==> config.mk <==
export PLATFORM = sky130hd
export DESIGN_NAME = ccc_bus_arbiter
export DESIGN_NICKNAME = d
export VERILOG_FILES = /design/src/rtl/ccc_bus_arbiter_pkg.sv /design/src/rtl/ccc_bus_arbiter_rr_pick.sv /design/src/rtl/ccc_bus_arbiter.sv
export SDC_FILE = /design/constraint.sdc
export NUM_CORES = 1
export LEC_CHECK = 0
export CAP_MARGIN = 10
export CORE_MARGIN = 2
export CORE_UTILIZATION = 42
export CTS_CLUSTER_DIAMETER = 40
export DETAILED_ROUTE_END_ITERATION = 8
export MAX_ROUTING_LAYER = met4
export PLACE_DENSITY = 0.92
export SLEW_MARGIN = 20
export SYNTH_ARGS = -nofsm -noshare
export SYNTH_HDL_FRONTEND = slang
export SYNTH_SLANG_ARGS = --single-unit
export TNS_END_PERCENT = 50
==> constraint.sdc <==
create_clock -name clk_i -period 5.4 [get_ports clk_i]
set_input_delay 0.81 -clock clk_i [delete_from_list [all_inputs] [get_ports clk_i]]
set_output_delay 0.81 -clock clk_i [all_outputs]
set_load 0.005 [all_outputs]
==> src/rtl/ccc_bus_arbiter_pkg.sv <==
// Shared types and helpers for the CCC bus arbiter: FSM state and the muxed requester bundle.
package ccc_bus_arbiter_pkg;

   typedef enum logic [0:0] {
      Idle    = 1'b0,
      Granted = 1'b1
   } arb_state_e;

   typedef struct packed {
      logic       rx_bit;
      logic       rx_byte;
      logic       tx_bit;
      logic       tx_byte;
      logic       tx_sel_od_pp;
      logic [7:0] tx_value;
   } bus_req_t;

   function automatic logic bus_req_any(bus_req_t r);
      return r.rx_bit | r.rx_byte | r.tx_bit | r.tx_byte;
   endfunction

   function automatic logic bus_req_illegal(bus_req_t r);
      return ((r.rx_bit | r.rx_byte) & (r.tx_bit | r.tx_byte)) |
             (r.rx_bit & r.rx_byte) | (r.tx_bit & r.tx_byte);
   endfunction

   // Keep only the winning request: TX byte > TX bit > RX byte > RX bit.
   function automatic bus_req_t bus_req_prio(bus_req_t r);
      bus_req_t o;
      o         = r;
      o.tx_bit  = r.tx_bit & ~r.tx_byte;
      o.rx_byte = r.rx_byte & ~r.tx_byte & ~r.tx_bit;
      o.rx_bit  = r.rx_bit & ~r.tx_byte & ~r.tx_bit & ~r.rx_byte;
      return o;
   endfunction

endpackage

==> src/rtl/ccc_bus_arbiter_rr_pick.sv <==
// Combinational round-robin finder: first set bit of i_active scanning upward from i_ptr+1,
// wrapping modulo N.
module ccc_bus_arbiter_rr_pick #(
   parameter int unsigned N    = 3,
   parameter int unsigned IdxW = (N > 1) ? $clog2(N) : 1
) (
   input  logic [N-1:0]    i_active,
   input  logic [IdxW-1:0] i_ptr,
   output logic [IdxW-1:0] o_idx,
   output logic            o_valid
);

   logic [IdxW-1:0] w_cand;

   always_comb begin
      o_idx   = '0;
      o_valid = 1'b0;
      w_cand  = '0;
      for (int unsigned i = 1; i <= N; i++) begin
         w_cand = IdxW'((32'(i_ptr) + i) % N);
         if (!o_valid && i_active[w_cand]) begin
            o_valid = 1'b1;
            o_idx   = w_cand;
         end
      end
   end

endmodule

==> src/rtl/ccc_bus_arbiter.sv <==
// Round-robin owner of the shared bus RX/TX primitive; grants are held while the owner is
// active and forcibly released on STOP or an idle-within-grant watchdog expiry.
module ccc_bus_arbiter
   import ccc_bus_arbiter_pkg::*;
#(
   parameter int unsigned NumReq        = 3,
   parameter int unsigned TimeoutCycles = 1024
) (
   input  logic                clk_i,
   input  logic                rst_ni,
   input  logic [NumReq-1:0]   req_lock_i,
   input  logic [NumReq-1:0]   req_rx_bit_i,
   input  logic [NumReq-1:0]   req_rx_byte_i,
   input  logic [NumReq-1:0]   req_tx_bit_i,
   input  logic [NumReq-1:0]   req_tx_byte_i,
   input  logic [NumReq*8-1:0] req_tx_value_i,
   input  logic [NumReq-1:0]   req_tx_sel_od_pp_i,
   output logic [NumReq-1:0]   gnt_o,
   output logic [NumReq-1:0]   rx_done_o,
   output logic [NumReq-1:0]   tx_done_o,
   output logic [7:0]          rx_data_o,
   output logic                bus_rx_req_bit_o,
   output logic                bus_rx_req_byte_o,
   input  logic                bus_rx_done_i,
   input  logic [7:0]          bus_rx_data_i,
   output logic                bus_tx_req_bit_o,
   output logic                bus_tx_req_byte_o,
   output logic [7:0]          bus_tx_req_value_o,
   output logic                bus_tx_sel_od_pp_o,
   input  logic                bus_tx_done_i,
   input  logic                bus_stop_det_i,
   output logic                timeout_o,
   output logic                proto_err_o
);

   localparam int unsigned CntW = (TimeoutCycles > 0) ? $clog2(TimeoutCycles + 1) : 1;
   localparam int unsigned PtrW = $clog2(NumReq);
   localparam logic [CntW-1:0] WdogLast = CntW'(TimeoutCycles - 1);

   arb_state_e      r_state;
   logic [PtrW-1:0] r_ptr;
   logic [PtrW-1:0] r_owner;
   logic [CntW-1:0] r_wdog;
   logic            r_timeout;

   bus_req_t          w_req [NumReq];
   logic [NumReq-1:0] w_active;
   bus_req_t          w_own;
   bus_req_t          w_fwd;
   logic              w_own_active;
   logic              w_granted;
   logic              w_done;
   logic              w_count;
   logic              w_expire;
   logic              w_release;
   logic [PtrW-1:0]   w_pick_idx;
   logic              w_pick_valid;

   always_comb begin
      for (int k = 0; k < NumReq; k++) begin
         w_req[k] = '{rx_bit:       req_rx_bit_i[k],
                      rx_byte:      req_rx_byte_i[k],
                      tx_bit:       req_tx_bit_i[k],
                      tx_byte:      req_tx_byte_i[k],
                      tx_sel_od_pp: req_tx_sel_od_pp_i[k],
                      tx_value:     req_tx_value_i[8*k +: 8]};
         w_active[k] = req_lock_i[k] | bus_req_any(w_req[k]);
      end
   end

   ccc_bus_arbiter_rr_pick #(
      .N    (NumReq),
      .IdxW (PtrW)
   ) u_rr_pick (
      .i_active (w_active),
      .i_ptr    (r_ptr),
      .o_idx    (w_pick_idx),
      .o_valid  (w_pick_valid)
   );

   assign w_own        = w_req[r_owner];
   assign w_fwd        = bus_req_prio(w_own);
   assign w_own_active = w_active[r_owner];
   assign w_granted    = (r_state == Granted);
   assign w_done       = bus_rx_done_i | bus_tx_done_i;
   // Watchdog counts quiet cycles only: no owner request and no done in flight.
   assign w_count      = w_granted & ~bus_req_any(w_own) & ~w_done;
   assign w_expire     = (TimeoutCycles != 0) && w_count && (r_wdog == WdogLast);
   assign w_release    = w_granted & (~w_own_active | bus_stop_det_i | w_expire);

   always_ff @(posedge clk_i or negedge rst_ni) begin
      if (!rst_ni) begin
         r_state   <= Idle;
         r_ptr     <= PtrW'(NumReq - 1);
         r_owner   <= '0;
         r_wdog    <= '0;
         r_timeout <= 1'b0;
      end else begin
         r_timeout <= w_expire & ~bus_stop_det_i & w_own_active;
         case (r_state)
            Idle: begin
               r_wdog <= '0;
               if (w_pick_valid) begin
                  r_owner <= w_pick_idx;
                  r_state <= Granted;
               end
            end
            Granted: begin
               if (w_release) begin
                  r_state <= Idle;
                  r_ptr   <= r_owner;
                  r_wdog  <= '0;
               end else if (w_count && (TimeoutCycles != 0)) begin
                  r_wdog <= r_wdog + CntW'(1);
               end else begin
                  r_wdog <= '0;
               end
            end
            default: r_state <= Idle;
         endcase
      end
   end

   always_comb begin
      gnt_o              = '0;
      rx_done_o          = '0;
      tx_done_o          = '0;
      bus_rx_req_bit_o   = 1'b0;
      bus_rx_req_byte_o  = 1'b0;
      bus_tx_req_bit_o   = 1'b0;
      bus_tx_req_byte_o  = 1'b0;
      bus_tx_req_value_o = '0;
      bus_tx_sel_od_pp_o = 1'b0;
      proto_err_o        = 1'b0;
      if (w_granted) begin
         gnt_o[r_owner]     = 1'b1;
         rx_done_o[r_owner] = bus_rx_done_i;
         tx_done_o[r_owner] = bus_tx_done_i;
         bus_rx_req_bit_o   = w_fwd.rx_bit;
         bus_rx_req_byte_o  = w_fwd.rx_byte;
         bus_tx_req_bit_o   = w_fwd.tx_bit;
         bus_tx_req_byte_o  = w_fwd.tx_byte;
         bus_tx_req_value_o = w_fwd.tx_value;
         bus_tx_sel_od_pp_o = w_fwd.tx_sel_od_pp;
         proto_err_o        = bus_req_illegal(w_own);
      end else begin
         // Nobody owns the bus, so any done is spurious.
         proto_err_o = w_done;
      end
   end

   assign rx_data_o = bus_rx_data_i;
   assign timeout_o = r_timeout;

endmodule

# Word-level counts from Yosys, hierarchy flattened

Cells that the tools add are included.

Logic and storage cells: 108
Output and inout bits: 32
Input bits: 55
Bits in registers: 17

Divide/modulo/power cells: 3
Reductions and logical operators: 8
Equality and inequality tests: 1
Bitwise gates (word level): 46
Add/sub/neg operators: 4
Mux-type cells: 35
Magnitude comparators: 6

Operator list:

| operator                                                                     | count |
|---|---|
| 32-bit by 2-bit remainder unit with 32-bit output, second input constant     | 3 |
| 13-bit binary-select mux with 2-bit select                                   | 1 |
| 13-bit two-way mux                                                           | 2 |
| 11-bit two-way mux                                                           | 2 |
| 11-bit case mux with 2 select lines                                          | 1 |
| 1-bit bitwise OR                                                             | 21 |
| 1-bit two-way mux                                                            | 16 |
| 1-bit bitwise AND                                                            | 14 |
| 2-bit by 3-bit less-than comparator with 1-bit output, second input constant | 4 |
| 11-bit by 1-bit adder with 11-bit output, second input constant              | 1 |
| 11-bit by 10-bit equality test with 1-bit output, second input constant      | 1 |
| 3-bit two-way mux                                                            | 3 |
| 1-bit binary-select mux with 2-bit select                                    | 4 |
| 8-bit two-way mux                                                            | 1 |
| 1-bit NOT                                                                    | 8 |
| 2-bit by 2-bit adder with 3-bit output, second input constant                | 2 |
| 3-bit bitwise AND                                                            | 2 |
| 2-bit two-way mux                                                            | 3 |
| 1-bit logical AND                                                            | 4 |
| 2-bit AND reduction                                                          | 2 |
| 2-bit by 1-bit adder with 3-bit output, second input constant                | 1 |
| 3-bit >= comparator, second input constant                                   | 1 |
| 2-bit NOT with 3-bit output                                                  | 1 |
| 1-bit demux with 2-bit select                                                | 1 |
| 3 further kinds                                                              | 4 |

# Longest topological paths before layout

Gate-level depths: netlist of run 1.

Word-level depth: 15
Mapped depth: 7

# Modules after synthesis

A second synthesis of run 1 with hierarchy kept.

Cell total of the unflattened synthesis: 185
Area, all modules: 1468.9 um^2

Modules (own cells, without submodules):

| module                  | area an instance (um^2) | cells each | times used |
|---|---|---|---|
| ccc_bus_arbiter         | 1337.5                  | 165        | 1 |
| ccc_bus_arbiter_rr_pick | 131.4                   | 20         | 1 |

# Worst setup path after synthesis of run 1

OpenSTA, ideal clock, no wires.

Kind: input to output
Start: input req_tx_byte_i[2]
End: output proto_err_o
Stages: 6
Buffers on the path: 0
Data required time: 4.590 ns
Arrival: 1.628 ns
Setup slack: 2.962 ns
Cell sequence: mux2i_1 o2bb2ai_1 a21oi_1 o21ai_0 a21oi_1 a21oi_1

Cells in the longest elaborated chain, start to end: 8
Elaborated cells between the ends (all ways): 9
Those cells by class: mux: 4; bitwise: 5

RTL lines:

| item                                                    | RTL line                  | text |
|---|---|---|
| from (decl)                                             | ccc_bus_arbiter.sv:15     | `input logic [NumReq-1:0] req_tx_byte_i,` |
| 13-bit binary-select mux with 2-bit select *            | ccc_bus_arbiter.sv:81     | `assign w_own = w_req[r_owner];` |
| 13-bit two-way mux (implied by the code) * (2 in a row) | ccc_bus_arbiter.sv:81     |  |
| 1-bit bitwise OR                                        | ccc_bus_arbiter_pkg.sv:23 | `return ((r.rx_bit \| r.rx_byte) & (r.tx_bit \| r.tx_byte)) \|` |
| 1-bit bitwise AND                                       | ccc_bus_arbiter_pkg.sv:23 |  |
| 1-bit bitwise OR                                        | ccc_bus_arbiter_pkg.sv:23 |  |
| 1-bit bitwise OR *                                      | ccc_bus_arbiter_pkg.sv:24 | `(r.rx_bit & r.rx_byte) \| (r.tx_bit & r.tx_byte);` |
| 1-bit two-way mux *                                     | ccc_bus_arbiter.sv:135    | `if (w_granted) begin` |
| to (decl)                                               | ccc_bus_arbiter.sv:33     | `output logic proto_err_o` |

Mark *: on every way between the ends. The rest lies on a longest branch, timed or not. The select of a mux whose other input is x is not followed.

# Worst setup path in the final report of run 1

Start: register r_owner[1]
End: output proto_err_o

Cells in the longest elaborated chain, start to end: 9
Elaborated cells between the ends (all ways): 12
Those cells by class: mux: 4; bitwise: 8

RTL lines:

| item                                                    | RTL line                  | text |
|---|---|---|
| from (decl)                                             | ccc_bus_arbiter.sv:42     | `logic [PtrW-1:0] r_owner;` |
| from (signal assigned)                                  | ccc_bus_arbiter.sv:104    | `r_owner <= w_pick_idx;` |
| 2-bit NOT with 3-bit output (implied by the code) *     | ccc_bus_arbiter.sv:81     |  |
| 13-bit binary-select mux with 2-bit select *            | ccc_bus_arbiter.sv:81     |  |
| 13-bit two-way mux (implied by the code) * (2 in a row) | ccc_bus_arbiter.sv:81     |  |
| 1-bit bitwise OR                                        | ccc_bus_arbiter_pkg.sv:23 |  |
| 1-bit bitwise AND                                       | ccc_bus_arbiter_pkg.sv:23 |  |
| 1-bit bitwise OR                                        | ccc_bus_arbiter_pkg.sv:23 |  |
| 1-bit bitwise OR *                                      | ccc_bus_arbiter_pkg.sv:24 |  |
| 1-bit two-way mux *                                     | ccc_bus_arbiter.sv:135    |  |

Marks and branches as above.

==> results of run 1 <==
==> kinds of logic (layout without fill, tap and decap cells) <==
logic type               after synthesis  count (layout)
AND/OR/NAND/NOR                       89              89
buffers and inverters                 20              80
multiplexers                          15              15
adder cells (fa/ha/maj)                5               5
XOR/XNOR                               8               8
flip-flops                            17              17
AO/OA/AOI/OAI                         38              38
==> synthesized netlist by cell type (2+ instances only) <==
| cell type | number |
|---|---|
| mux2i_1 | 13 |
| dfrtp_1 | 16 |
| xnor2_1 | 3 |
| xor2_1 | 5 |
| clkbuf_1 | 3 |
| mux2_2 | 2 |
| nand3_1 | 3 |
| nand3b_1 | 3 |
| o21ai_0 | 3 |
| nor2_1 | 40 |
| nor3_1 | 4 |
| a221o_1 | 3 |
| a21oi_1 | 18 |
| nor3b_1 | 3 |
| buf_2 | 2 |
| o21a_1 | 2 |
| inv_1 | 6 |
| nor2b_1 | 3 |
| and3_1 | 4 |
| o2bb2ai_1 | 3 |
| nand2_1 | 9 |
| ha_1 | 5 |
| and2_1 | 10 |
| buf_4 | 8 |
==> layout by cell type (no fill, tap or decap), drive strengths merged, types with 2 or more instances in the layout <==
master	count
a21oi	19
a221o	3
and2	10
and3	4
clkbuf	3
clkdlybuf4s50	70
dfrtp	16
ha	5
inv	6
mux2	2
mux2i	13
nand2	10
nand3	3
nand3b	3
nor2	40
nor2b	3
nor3	4
nor3b	4
nor4	2
o21a	2
o21ai	3
o2bb2ai	3
xnor2	3
xor2	5
==> power by group <==
| group | switching, mW | total [mW] | internal (mW) | leakage (nW) |
|---|---|---|---|---|
| Combinational | 0.265 | 0.596 | 0.331 | 0.645 |
| Clock | 0.0445 | 0.0728 | 0.0283 | 0.0139 |
| Sequential | 0.0690 | 0.218 | 0.149 | 0.225 |
==> layer usage <==
metal	part of all wire (%)	routed length, µm	up-vias	GRT usage, %
li1	-	-	780	-
met1	43	1830	746	26.4
met2	48	2070	69	36.8
met3	7.1	302	10	4.05
met4	1.6	70	0	5.59
met5	0	0	-	-
==> final timing paths <==
| check | end | slack, ns | cells after the start |
|---|---|---|---|
| worst max-delay path | proto_err_o | 1.28 | 7 |
| worst min-delay path | r_wdog[0]$_DFF_PN0_ | 0.50 | 1 |
| worst max register to register | r_ptr[0]$_DFFE_PN0P_ | 2.53 | 6 |
| worst min register to register | r_wdog[0]$_DFF_PN0_ | 0.50 | 1 |
| max in group asynchronous | r_wdog[10]$_DFF_PN0_ | 4.04 | 1 |
| min in group asynchronous | r_wdog[7]$_DFF_PN0_ | 0.92 | 1 |
==> worst max-delay path, stage by stage (launching register included) <==
cell             delay [ns]
dfrtp_1                0.74
nor2b_1                0.79
o2bb2ai_1              0.33
nor2_1                 0.12
o21ai_0                0.24
a21oi_1                0.11
a21oi_1                0.14
clkdlybuf4s50_1        0.52
==> cell type report <==
| type | instances | area [µm²] | area share, % |
|---|---|---|---|
| tap | 46 | 57.6 | 2.59 |
| multi-input combinational | 155 | 988 | 44.4 |
| sequential | 17 | 427 | 19.2 |
| timing repair buffer | 70 | 701 | 31.5 |
| inverter | 6 | 22.5 | 1.01 |
| clock inverter | 1 | 7.51 | 0.337 |
| clock buffer | 3 | 22.5 | 1.01 |
==> state kept, by name, indices dropped and copies added (netlist names) <==
signal     cells
r_owner        2
r_ptr          2
r_state        1
r_wdog        11
timeout_o      1
==> metrics by stage <==
step | cells | cell area, µm² | utilization, % | power [mW]
final | 298 | 2230 | 65.2 | 0.887
after global routing | 298 | 2230 | 65.2 | 0.959
after CTS | 298 | 2230 | 65.2 | 0.885
after detailed placement | 294 | 2200 | 64.3 | 0.812
after global placement | 294 | 2200 | 64.3 | 0.794
after floorplan | 192 | 1530 | - | 0.571
==> impl_metrics.yaml, run 1 <==
placement:
  port_buffers: 70
  globalplace.congestion: 0.845
  hpwl_mm: 3.38
  dpl_worst_slack_ns: 1.66
sta:
  final_max_slew_viol_count: 0
  grt_setup_unrepaired: "false"
  fin_crit_sh_pct: 76.3
  slew_headroom_pct: 38.0
  tightest_slew_ns: 0.930
  fin_crit_ns: 4.12
  finClkSkew_ns: 0.00377
  setup_tns_ns: 0
  fmax_mhz: 243
  whs_ns: 0.498
  hold_viol: 0
  setup_ws_ns: 1.28
  setup_viol: 0
flow_run:
  cap_violations: 0
floorplan:
  die_x_um: 64.4
  io_pins: 87
  dieArea_mm2: 0.00414
  start_util_pct: 44.8
  core_area_mm2: 0.00342
  die_y_um: 64.4
  num_rows: 21
route:
  antenna_left: 0
  drtIter0Drc: 88
  avgRoutedWirePerCell_um: 14.3
  drc_errors: 0
  firstDrtPassIters: 4
  wl_mm: 4.27
  vias: 1605
  via_per_inst: 5.39
logic_synthesis:
  ys.flop_type: "dfrtp_1"
  syn-cell-area_mm2: 0.00153
  ys_warn_count: 0
  synth_seq_cells: 17
  synthArstFlopShare_pct: 100
  syn_nets: 252
  synth_top_family_by_area: "simple AND/OR/NAND/NOR gates"
  synth_xor_area_share_pct: 4.58
  synth_top_area_share_pct: 26.2
  synth_edf_count: 0
  yosysSeqAreaShare_pct: 27.9
  yosys-top-cells-area: "dfrtp_1 26%, nor2_1 9.8%, mux2i_1 8.5%"
  synthAdderAreaFrac_pct: 4.09
  yosysUniqueCellTypes: 45
  synthMuxAreaShare_pct: 9.98
  synthSimpleGateAreaFrac_pct: 29.4
  synth.largest_area_cell: "dfrtp_1"
  synth_compound_area_share_pct: 16.6
  syn_inst: 192
  avgSynthCellArea_um2: 7.97
global_route:
  antenna_found_initial: 0
  grt-ovfl-total: 0
  grt_use_total_pct: 21.6
  grt_max_degree: 24
  grt_pass1_wl_mm: 7.00
  grt_pass1_vias: 1516
setup_path:
  end_kind: "output pin"
  worstPathArrival_ns: 3.31
  worstSetupStartpoint: "r_owner[1]$_DFFE_PN0P_"
  critical_path.startpoint_type: "flop"
  rr_startpoint: "r_owner[1]$_DFFE_PN0P_"
  worstPathRequired_ns: 4.59
  critPathKind: "flop to output pin"
  cp_max_fo: 22
clock_network:
  clock-root-buffer: "clkbuf_4"
  cts_num_sinks: 17
  ctsHoldBuffers: 0
  cts_tree: "done"
  cts_setup_buffers: 0
  insertion_delay_ns: 0.31
  clk_pin_slew_worst_paths_ns: 0.11
  cts_buffers: 3
  post_cts_resized: 0
  clockBufferDepth: 2
  cts_max_level: 1
pwr:
  peakVddDrop_mv: 0.183
  cellLeakagePower_nw: 0.884
  p_per_area_mw_per_mm2: 398
outcome:
  outcome: "complete, no violations"
final_layout:
  nNetsFinal: 313
  area_growth_pct: 45.5
  antenna_cells_inserted: 0
  drive_above_1_share_pct: 4.76
  nFillCells: 289
hold_path:
  hold_start: "r_wdog[0]$_DFF_PN0_"
  hp-class: "flop to flop"
Power figures use the tool's default switching activity.
==> run 2, diff against run 1 <==
CORE_UTILIZATION = 39   (was 42)
PLACE_DENSITY = 0.87   (was 0.92)
clock period = 4.02 ns   (was 5.4 ns; I/O delays follow)
==> run 2 against run 1 <==
  * Sequential share of layout area decreased by 0.34 points
  * Clock skew is 0.0017 ns lower
  * First-iteration DRC count shrank 23%
  * Sequential power rose by 16%
  * Global-route usage down 0.16 points
  * Clock-buffer cell count up 1
  * Critical path depth unchanged
  * Clock power up 74%
  * Combinational power grew 46%
  * Critical path type unchanged
  * Critical endpoint unchanged
  * Highest routed layer unchanged
==> impl_metrics.yaml, run 2 (synthesis results as in run 1) <==
hold_path:
  hold_start: "r_wdog[0]$_DFF_PN0_"
  worstHoldPathCells: 1
  min_to: "r_wdog[0]$_DFF_PN0_"
  hp-class: "flop to flop"
clock_network:
  ctsHoldBuffers: 0
  cts_max_level: 1
  clock-root-buffer: "clkbuf_8"
  cts_setup_buffers: 0
  clockBufferDepth: 2
  cts_buffers: 3
  insertion_delay_ns: 0.25
  cts_num_sinks: 17
  post_cts_resized: 0
  clk_pin_slew_worst_paths_ns: 0.06
  cts_tree: "done"
route:
  avgRoutedWirePerCell_um: 14.7
  drtIter0Drc: 68
  drc_errors: 0
  firstDrtPassIters: 4
  wl_mm: 4.46
  via_per_inst: 5.32
  antenna_left: 0
  vias: 1612
floorplan:
  die_x_um: 66.6
  dieArea_mm2: 0.00444
  start_util_pct: 41.2
  core_area_mm2: 0.00372
  die_y_um: 66.6
  io_pins: 87
  num_rows: 22
final_layout:
  drive_above_1_share_pct: 5.49
  final_cell_mix: "70 x clkdlybuf4s50_1, 40 x nor2_1, 18 x a21oi_1, 16 x dfrtp_1, 13 x mux2i_1"
  regMostFlops: "r_wdog"
  antenna_cells_inserted: 0
  multi_input_comb_area_um2: 988
  area_growth_pct: 48.1
  final-seq-area_um2: 427
  largest_reg_flops: 11
  final_common_cell: "clkdlybuf4s50_1"
  nNetsFinal: 316
  final_cell_area_mm2: 0.00227
  nFillCells: 330
  final_util_pct: 61.0
  reg.largest.list: "r_wdog: 11 flops, r_owner: 2 flops, r_ptr: 2 flops"
setup_path:
  end_kind: "output pin"
  r2r_cells: 7
  reg2reg_setup_slack_ns: 1.51
  critical_path.startpoint_type: "flop"
  worstPathRequired_ns: 3.42
  worstPathArrival_ns: 2.68
  critPathKind: "flop to output pin"
  cp_max_fo: 15
  rr_startpoint: "r_owner[1]$_DFFE_PN0P_"
  r2r_end: "r_ptr[0]$_DFFE_PN0P_"
global_route:
  grt-ovfl-total: 0
  grt_pass1_vias: 1587
  grt_max_degree: 23
  grt_pass1_wl_mm: 7.16
  grt_use_total_pct: 21.5
  antenna_found_initial: 0
flow_run:
  cap_violations: 0
sta:
  final_max_slew_viol_count: 0
  setup_tns_ns: 0
  finClkSkew_ns: 0.00211
  fin_crit_sh_pct: 81.6
  hold_viol: 0
  fmax_mhz: 305
  grt_setup_unrepaired: "false"
  tightest_slew_ns: 0.748
  slew_headroom_pct: 50.0
  setup_viol: 0
  fin_crit_ns: 3.28
  whs_ns: 0.498
pwr:
  comb_power_share_pct: 69.6
  power.share.switching_pct: 41.3
  p_int_mw: 0.733
  p_per_area_mw_per_mm2: 551
  power_switching_mw: 0.516
  clock_power_share_pct: 10.2
  power_mw: 1.25
  peakVddDrop_mv: 0.245
  sequentialPowerShare_pct: 20.2
  cellLeakagePower_nw: 0.907
placement:
  port_buffers: 70
  globalplace.congestion: 0.860
  hpwl_mm: 3.49
  place_area_mm2: 0.00222
outcome:
  outcome: "complete, no violations"
run 2: layout make-up:
type / count / share of cell area, %
multi-input cells: 155 / 43.6
clock buffers: 4 / 1.99
inverters: 6 / 0.994
repair buffers: 73 / 31.9
flip-flops and latches: 17 / 18.8
well taps: 48 / 2.65
run 2: per-stage QoR:
step	cells	worst slack [ns]
floorplan	192	2.00
global placement	299	0.855
detailed placement	299	0.809
CTS	303	0.776
global route	303	0.616
finish	303	0.740
run 2: worst max path at each step:
stage,startpoint,to,slack [ns],cells past startpoint
final,r_owner[1]$_DFFE_PN0P_,proto_err_o,0.74,7
after global routing,r_owner[1]$_DFFE_PN0P_,proto_err_o,0.62,7
after CTS,r_owner[1]$_DFFE_PN0P_,proto_err_o,0.78,7
after detailed placement,req_tx_byte_i[0],proto_err_o,0.81,8
after global placement,req_tx_byte_i[0],proto_err_o,0.86,8
after floorplan,req_tx_byte_i[2],proto_err_o,2.00,6
run 2: per-layer routing:
| layer | part of all wire, % | global-route usage [%] | wire, µm |
|---|---|---|---|
| met4 | 1.7 | 6.38 | 76 |
| met1 | 43 | 25.2 | 1900 |
| met2 | 50 | 38.4 | 2220 |
| met5 | 0 | - | 0 |
| met3 | 5.9 | 2.70 | 263 |
run 2: power by group through the flow:
stage	logic (mW)	clock network, mW	registers [mW]
floorplan	0.537	0	0.231
global placement	0.843	0	0.252
detailed placement	0.865	0	0.254
CTS	0.869	0.130	0.253
global route	0.949	0.138	0.261
finish	0.870	0.127	0.253
run 2: worst max-delay path, stage by stage, from the launching register on:
cell and delay (ns):
dfrtp_1 0.78, mux2i_1 0.20, o2bb2ai_1 0.42, a21oi_1 0.12, o21ai_0 0.17, a21oi_1 0.09, a21oi_1 0.13, clkdlybuf4s50_1 0.51
